`config.mk`:
```
export PLATFORM = sky130hd
export DESIGN_NAME = gamepad_cursor_grid
export DESIGN_NICKNAME = d
export VERILOG_FILES = /design/src/rtl/gamepad_cursor_grid.sv
export SDC_FILE = /design/constraint.sdc
export NUM_CORES = 1
export LEC_CHECK = 0
export BUFFER_PORTS_ARGS = -buffer_cell sky130_fd_sc_hd__clkbuf_2
export CORE_ASPECT_RATIO = 1.4
export CORE_MARGIN = 2
export CORE_UTILIZATION = 45
export CTS_BUF_LIST = sky130_fd_sc_hd__clkbuf_4
export CTS_CLUSTER_SIZE = 8
export DETAILED_ROUTE_END_ITERATION = 7
export PLACE_DENSITY = 0.68
export SYNTH_ARGS = -nofsm -noshare
export SYNTH_HDL_FRONTEND = slang
export SYNTH_SLANG_ARGS = --single-unit
```
`constraint.sdc`:
```
create_clock -name Clock50 -period 2.85 [get_ports Clock50]
set_input_delay 0.285 -clock Clock50 [delete_from_list [all_inputs] [get_ports Clock50]]
set_output_delay 0.285 -clock Clock50 [all_outputs]
set_load 0.03 [all_outputs]
```
`src/rtl/gamepad_cursor_grid.sv`:
```
// gamepad_cursor_grid: samples the gamepad once per video frame, moves an
// auto-repeating cursor on a configurable grid and walks a robot sprite
// toward a latched target. Optional macro GAMEPAD_ROBO_DIAGONAL_EN lets the
// robot step column and row together.
`timescale 1ns/1ps
module gamepad_cursor_grid #(
  parameter int unsigned NUM_COLS      = 10,
  parameter int unsigned NUM_ROWS      = 5,
  parameter int unsigned COL_W         = 4,
  parameter int unsigned ROW_W         = 3,
  parameter int unsigned NUM_SPRITES   = 6,
  parameter logic [NUM_SPRITES*COL_W-1:0] INIT_COLS = {4'd1, 4'd10, 4'd6, 4'd1, 4'd1, 4'd6},
  parameter logic [NUM_SPRITES*ROW_W-1:0] INIT_ROWS = {3'd5, 3'd2, 3'd5, 3'd3, 3'd5, 3'd3},
  parameter int unsigned FIRST_DELAY   = 15,
  parameter int unsigned REPEAT_PERIOD = 5,
  parameter int unsigned STEP_FRAMES   = 4,
  parameter int unsigned WRAP          = 1
) (
  input  logic                         Clock50,
  input  logic                         Reset_n,
  input  logic                         v_sync,
  input  logic [11:0]                  Entradas,
  output logic [NUM_SPRITES*COL_W-1:0] ColunasSprites,
  output logic [NUM_SPRITES*ROW_W-1:0] LinhasSprites,
  output logic [7:0]                   LEDG,
  output logic                         RoboMoving,
  output logic                         RoboArrived
);

  localparam int unsigned HOLD_MAX = FIRST_DELAY + REPEAT_PERIOD - 1;
  localparam int unsigned HOLD_W   = (HOLD_MAX < 2) ? 1 : $clog2(HOLD_MAX + 1);
  localparam int unsigned STEP_W   = (STEP_FRAMES < 2) ? 1 : $clog2(STEP_FRAMES);
  localparam int unsigned K_UP = 0, K_DOWN = 1, K_LEFT = 2, K_RIGHT = 3, K_A = 4, K_START = 10;

  localparam logic [COL_W-1:0] INIT_CUR_COL = INIT_COLS[COL_W-1:0];
  localparam logic [ROW_W-1:0] INIT_CUR_ROW = INIT_ROWS[ROW_W-1:0];
  localparam logic [COL_W-1:0] INIT_ROB_COL = INIT_COLS[2*COL_W-1:COL_W];
  localparam logic [ROW_W-1:0] INIT_ROB_ROW = INIT_ROWS[2*ROW_W-1:ROW_W];
  localparam logic [7:0]       LEDG_INIT    = 8'(1) << 3'(INIT_CUR_COL - COL_W'(1));

  typedef enum logic [1:0] {IDLE, MOVE, ARRIVE} state_t;

  // Cursor axis step with wrap or clamp at the grid edges.
  function automatic logic [COL_W-1:0] col_step(input logic [COL_W-1:0] c, input logic inc);
    if (inc) begin
      if (c >= COL_W'(NUM_COLS)) return (WRAP != 0) ? COL_W'(1) : COL_W'(NUM_COLS);
      return c + COL_W'(1);
    end
    if (c <= COL_W'(1)) return (WRAP != 0) ? COL_W'(NUM_COLS) : COL_W'(1);
    return c - COL_W'(1);
  endfunction

  function automatic logic [ROW_W-1:0] row_step(input logic [ROW_W-1:0] r, input logic inc);
    if (inc) begin
      if (r >= ROW_W'(NUM_ROWS)) return (WRAP != 0) ? ROW_W'(1) : ROW_W'(NUM_ROWS);
      return r + ROW_W'(1);
    end
    if (r <= ROW_W'(1)) return (WRAP != 0) ? ROW_W'(NUM_ROWS) : ROW_W'(1);
    return r - ROW_W'(1);
  endfunction

  // Robot axis step: one cell toward the target, never wrapping.
  function automatic logic [COL_W-1:0] col_toward(input logic [COL_W-1:0] c, input logic [COL_W-1:0] t);
    if (c < t) return c + COL_W'(1);
    if (c > t) return c - COL_W'(1);
    return c;
  endfunction

  function automatic logic [ROW_W-1:0] row_toward(input logic [ROW_W-1:0] r, input logic [ROW_W-1:0] t);
    if (r < t) return r + ROW_W'(1);
    if (r > t) return r - ROW_W'(1);
    return r;
  endfunction

  logic                   vs_meta, vs_sync, vs_prev, tick;
  logic                   v_both, h_both, a_rise;
  logic [3:0]             fire;
  logic [3:0][HOLD_W-1:0] hold_q, hold_d;
  logic [COL_W-1:0]       cur_col_q, cur_col_d, rob_col_q, rob_col_d, tgt_col_q, tgt_col_d;
  logic [ROW_W-1:0]       cur_row_q, cur_row_d, rob_row_q, rob_row_d, tgt_row_q, tgt_row_d;
  logic [COL_W-1:0]       eff_col, nxt_col;
  logic [ROW_W-1:0]       eff_row, nxt_row;
  logic [STEP_W-1:0]      step_q, step_d;
  logic                   start_prev_q, start_prev_d, a_prev_q, a_prev_d;
  state_t                 state_q, state_d;
  logic                   unused_keys;

  assign unused_keys = ^{Entradas[11], Entradas[9:5]};
  assign tick        = vs_sync & ~vs_prev;
  assign v_both      = Entradas[K_UP] & Entradas[K_DOWN];
  assign h_both      = Entradas[K_LEFT] & Entradas[K_RIGHT];

  // Two-flop synchroniser plus edge history for the frame tick.
  always_ff @(posedge Clock50 or negedge Reset_n) begin
    if (!Reset_n) begin
      vs_meta <= 1'b0;
      vs_sync <= 1'b0;
      vs_prev <= 1'b0;
    end else begin
      vs_meta <= v_sync;
      vs_sync <= vs_meta;
      vs_prev <= vs_sync;
    end
  end

  // Per-key hold counters, Start edge and cursor movement on each tick.
  always_comb begin
    hold_d       = hold_q;
    cur_col_d    = cur_col_q;
    cur_row_d    = cur_row_q;
    start_prev_d = start_prev_q;
    fire         = '0;
    if (tick) begin
      start_prev_d = Entradas[K_START];
      for (int k = 0; k < 4; k++) begin
        if (!Entradas[k] || ((k < 2) ? v_both : h_both)) begin
          hold_d[k] = '0;
        end else begin
          fire[k]   = (hold_q[k] == '0) || (hold_q[k] == HOLD_W'(FIRST_DELAY));
          hold_d[k] = (hold_q[k] == HOLD_W'(HOLD_MAX)) ? HOLD_W'(FIRST_DELAY)
                                                       : hold_q[k] + HOLD_W'(1);
        end
      end
      if (Entradas[K_START] && !start_prev_q) begin
        cur_col_d = INIT_CUR_COL;
        cur_row_d = INIT_CUR_ROW;
      end else begin
        if (fire[K_UP])    cur_row_d = row_step(cur_row_q, 1'b0);
        if (fire[K_DOWN])  cur_row_d = row_step(cur_row_q, 1'b1);
        if (fire[K_LEFT])  cur_col_d = col_step(cur_col_q, 1'b0);
        if (fire[K_RIGHT]) cur_col_d = col_step(cur_col_q, 1'b1);
      end
    end
  end

  // Robot FSM next state, target latch and stepping toward the target.
  always_comb begin
    state_d   = state_q;
    tgt_col_d = tgt_col_q;
    tgt_row_d = tgt_row_q;
    rob_col_d = rob_col_q;
    rob_row_d = rob_row_q;
    step_d    = step_q;
    a_prev_d  = a_prev_q;
    a_rise    = tick && Entradas[K_A] && !a_prev_q;
    eff_col   = a_rise ? cur_col_q : tgt_col_q;
    eff_row   = a_rise ? cur_row_q : tgt_row_q;
    nxt_col   = col_toward(rob_col_q, eff_col);
`ifdef GAMEPAD_ROBO_DIAGONAL_EN
    nxt_row   = row_toward(rob_row_q, eff_row);
`else
    nxt_row   = (rob_col_q == eff_col) ? row_toward(rob_row_q, eff_row) : rob_row_q;
`endif
    if (tick) a_prev_d = Entradas[K_A];
    if (a_rise) begin
      tgt_col_d = cur_col_q;
      tgt_row_d = cur_row_q;
    end
    case (state_q)
      IDLE: begin
        if (a_rise) begin
          if (cur_col_q == rob_col_q && cur_row_q == rob_row_q) begin
            state_d = ARRIVE;
          end else begin
            state_d = MOVE;
            step_d  = '0;
          end
        end
      end
      MOVE: begin
        if (tick) begin
          if (step_q == STEP_W'(STEP_FRAMES - 1)) begin
            step_d    = '0;
            rob_col_d = nxt_col;
            rob_row_d = nxt_row;
            if (nxt_col == eff_col && nxt_row == eff_row) state_d = ARRIVE;
          end else begin
            step_d = step_q + STEP_W'(1);
          end
        end
      end
      ARRIVE:  state_d = IDLE;
      default: state_d = IDLE;
    endcase
  end

  // FSM state register.
  always_ff @(posedge Clock50 or negedge Reset_n) begin
    if (!Reset_n) state_q <= IDLE;
    else          state_q <= state_d;
  end

  // Cursor, robot and counter registers.
  always_ff @(posedge Clock50 or negedge Reset_n) begin
    if (!Reset_n) begin
      hold_q       <= '0;
      cur_col_q    <= INIT_CUR_COL;
      cur_row_q    <= INIT_CUR_ROW;
      rob_col_q    <= INIT_ROB_COL;
      rob_row_q    <= INIT_ROB_ROW;
      tgt_col_q    <= INIT_ROB_COL;
      tgt_row_q    <= INIT_ROB_ROW;
      step_q       <= '0;
      start_prev_q <= 1'b0;
      a_prev_q     <= 1'b0;
    end else begin
      hold_q       <= hold_d;
      cur_col_q    <= cur_col_d;
      cur_row_q    <= cur_row_d;
      rob_col_q    <= rob_col_d;
      rob_row_q    <= rob_row_d;
      tgt_col_q    <= tgt_col_d;
      tgt_row_q    <= tgt_row_d;
      step_q       <= step_d;
      start_prev_q <= start_prev_d;
      a_prev_q     <= a_prev_d;
    end
  end

  // Registered sprite buses, LED column indicator and robot status.
  always_ff @(posedge Clock50 or negedge Reset_n) begin
    if (!Reset_n) begin
      ColunasSprites <= INIT_COLS;
      LinhasSprites  <= INIT_ROWS;
      LEDG           <= LEDG_INIT;
      RoboMoving     <= 1'b0;
      RoboArrived    <= 1'b0;
    end else begin
      ColunasSprites                  <= INIT_COLS;
      ColunasSprites[COL_W-1:0]       <= cur_col_q;
      ColunasSprites[2*COL_W-1:COL_W] <= rob_col_q;
      LinhasSprites                   <= INIT_ROWS;
      LinhasSprites[ROW_W-1:0]        <= cur_row_q;
      LinhasSprites[2*ROW_W-1:ROW_W]  <= rob_row_q;
      LEDG                            <= 8'(1) << 3'(cur_col_q - COL_W'(1));
      RoboMoving                      <= (state_d == MOVE);
      RoboArrived                     <= (state_d == ARRIVE);
    end
  end

endmodule

```
==> impl_metrics.tcl <==
set metrics [dict create \
    dieArea_um2 10600 \
    final_net_count 559 \
    drtIter0Drc 147 \
    io_buffers 32 \
    p_sw_frac 0.428 \
    drv_slew 0 \
    finalSetupViolCount 4 \
    hp-class "input pin to asynchronous set/reset pin" \
    avgRoutedWirePerCell_um 13.9 \
    io_pins 67 \
    r2r_setup_slack_ns -0.03 \
    cap_violations 0 \
    ctsHtreeMaxLevel 3 \
    placed_cell_area_um2 4850 \
    cts.path.max_buffers 2 \
    final_layout_size_suffix_gt1_frac 0.239 \
    dominantRegCellSynth "dfrtp_1" \
    cp-start-kind "register" \
    grt_setup_unrepaired "true" \
    worstPathArrival_ns 3.24 \
    rr_worst_depth 13 \
    slew_headroom 0.383 \
    pwr-share-clk 0.150 \
    core.rowCount 42 \
    die_w_um 87.8 \
    vdd_drop_max_mv 0.251 \
    synth-seq-cells 74 \
    critPathMaxFanout 7 \
    ys_seq_area_frac 0.424 \
    core_area_um2 9510 \
    fin_setup_tns_ns -0.0647 \
    drtAntennaViolNets 0 \
    grt_remaining_overflow 0 \
    status "finished, violations left" \
    fin_ws_ns -0.0330 \
    grt_max_degree 75 \
    routed_wirelength_um 9050 \
    grt_pass1_wl_um 14900 \
    drc_errors 0 \
    finalCritPeriodShare 1.01 \
    syn_area_per_cell_um2 9.83 \
    yosys_warnings 0 \
    grt_pass1_vias 3279 \
    vias 3443 \
    gp_congestion 0.872 \
    p_comb_frac 0.527 \
    finalCriticalPeriod_ns 2.88 \
    synthArstFlopShare 1.00 \
    switching_power_w 0.00214 \
    dp_slack_ns -0.131 \
    drt-pass1-iter-count 4 \
    whs_ns -0.0150 \
    cts_sinks 74 \
    start_util 0.465 \
    root_buffer "clkbuf_4" \
    r2r_start "vs_prev" \
    netlist_instances 450 \
    cts_buffers 9 \
    hpwl_um 6580 \
    track_usage 0.178 \
    crit_required_ns 3.20 \
    clock_skew_ns 0.0142 \
    ys_types 63 \
    leakage_nw 2.35 \
    seqPwrFrac 0.324 \
    fmax_mhz 347 \
    fillers 865 \
    p_per_area_nw_per_um2 981 \
    hold_viol 13 \
    violations "hold timing, setup timing" \
    end_kind "register" \
    tightest_slew_ns 0.926 \
    grt_antenna_before_repair 1 \
    areaGrowthSynthToFinish_pct 15.4 \
    p_int_w 0.00286 \
    drt-vias-per-instance 5.28 \
    fin_area_um2 5100 \
    critPathKind "register to register" \
    clk_latency_ns 0.42 \
    clk_pin_slew_ns 0.12 \
    cts_tree "done" \
    synthesis.area_um2 4420 \
    fp.dieH_um 121 \
    synth_edf_count 0 \
    rr_endpoint "state_q[1]" \
]
power by group through the flow:
stage | sequential [W] | combinational, W | clock (W)
5_1_grt | 0.00166 | 0.00289 | 0.000816
4_1_cts | 0.00162 | 0.00257 | 0.000776
2_1_floorplan | 0.00189 | 0.00152 | 0
3_3_place_gp | 0.00163 | 0.00247 | 0
3_5_place_dp | 0.00165 | 0.00252 | 0
6_report | 0.00162 | 0.00264 | 0.000748
stage by stage:
step	power [W]	util	instances
floorplan	0.00341	-	476
global placement	0.00410	0.510	629
detailed placement	0.00417	0.510	629
CTS	0.00497	0.531	648
global route	0.00537	0.536	652
finish	0.00501	0.536	652
worst max-delay path by stage:
stage,endpoint,startpoint,slack [ns],cells past startpoint
final,state_q[1],vs_prev,-0.03,13
after global routing,state_q[1],vs_prev,-0.25,13
after CTS,RoboArrived,a_prev_q,-0.07,13
after detailed placement,RoboArrived,vs_prev,-0.13,13
after global placement,RoboMoving,vs_prev,-0.05,13
after floorplan,RoboMoving,vs_prev,-0.12,14
flip-flops by register name, indices dropped and copies added (netlist names):
name	cells
RoboArrived	1
vs_prev	1
LinhasSprites	6
rob_col_q	4
state_q	2
vs_sync	1
tgt_col_q	4
cur_col_q	4
LEDG	8
rob_row_q	3
hold_q	20
tgt_row_q	3
cur_row_q	3
start_prev_q	1
RoboMoving	1
vs_meta	1
step_q	2
a_prev_q	1
ColunasSprites	8
critical path, stage by stage, from the launching register on:
cell	delay, ns
dfrtp_1	0.40
nand4bb_4	0.29
mux2_4	0.26
inv_4	0.04
ha_4	0.26
nand2_4	0.07
a211oi_4	0.20
nor2_2	0.07
a311o_1	0.31
a211oi_2	0.18
or3b_1	0.38
nand3_2	0.09
nand4_1	0.12
a21oi_1	0.16
cell type report:
cell class,instances,area [um^2],share of cell area
antenna,1,2.50,0.000490
clock buffer,10,75.1,0.0147
clock inverter,6,88.8,0.0174
inverter,31,119,0.0233
multi-input combinational,327,2320,0.455
sequential,74,1870,0.367
tap,132,165,0.0324
timing repair buffer,71,458,0.0897
layout by cell type (no fill, tap or decap), drive strengths merged, types with 7 or more instances in the layout:
cell type	count
nor2	27
nor2b	11
nand3	7
and2	10
a21oi	15
xnor2	13
nand2	30
nand2b	8
o21ai	32
o211ai	11
clkbuf	41
inv	33
dfrtp	56
buf	39
dfstp	18
ha	30
xor2	9
a31oi	11
conb	28
what timing repair did:
| action | in CTS | in global routing |
|---|---|---|
| gates resized for setup | 2 | 6 |
| hold buffers | 1 | 0 |
| buffers inserted | 2 | 3 |
| hold endpoints to repair | 1 | 0 |
| pin swaps | 5 | 2 |
| endpoints found under the setup margin | 4 | 7 |
per-layer routing:
layer | part of all wire | GRT usage
met5 | 0 | 0
met4 | 0.020 | 0.0798
met3 | 0.035 | 0.0374
met2 | 0.52 | 0.307
met1 | 0.43 | 0.210
cells in the mapped netlist, types with 5 or more instances:
library cell  instances  share of area
xor2_1                9          0.018
nand2b_1              8          0.011
nor3b_1               6          0.010
dfrtp_1              56           0.32
a31oi_1              11          0.016
nand2_1              30          0.025
clkbuf_1             11         0.0093
o211ai_1             11          0.019
nor2_1               27          0.023
buf_4                28          0.048
inv_1                31          0.026
dfstp_2              18           0.11
xnor2_1              13          0.026
and2_1               10          0.014
a21oi_1              15          0.017
o21ai_0              30          0.034
o22a_1                5         0.0099
ha_1                 30          0.085
nand3_1               7         0.0079
nor2b_1              11          0.016
cell families (layout without fill, tap and decap cells):
kind of cell	count (synthesis)	after routing	share of synthesized area
xor+xnor	22	22	0.0436
mux	8	8	0.0243
flops	74	74	0.424
buf+inv	75	118	0.0894
compound gates	114	114	0.177
simple gates	122	122	0.148
other cells	2	29	0.00170
fa+ha+maj	33	33	0.0920
No activity file was read; power rests on OpenSTA's default activity.
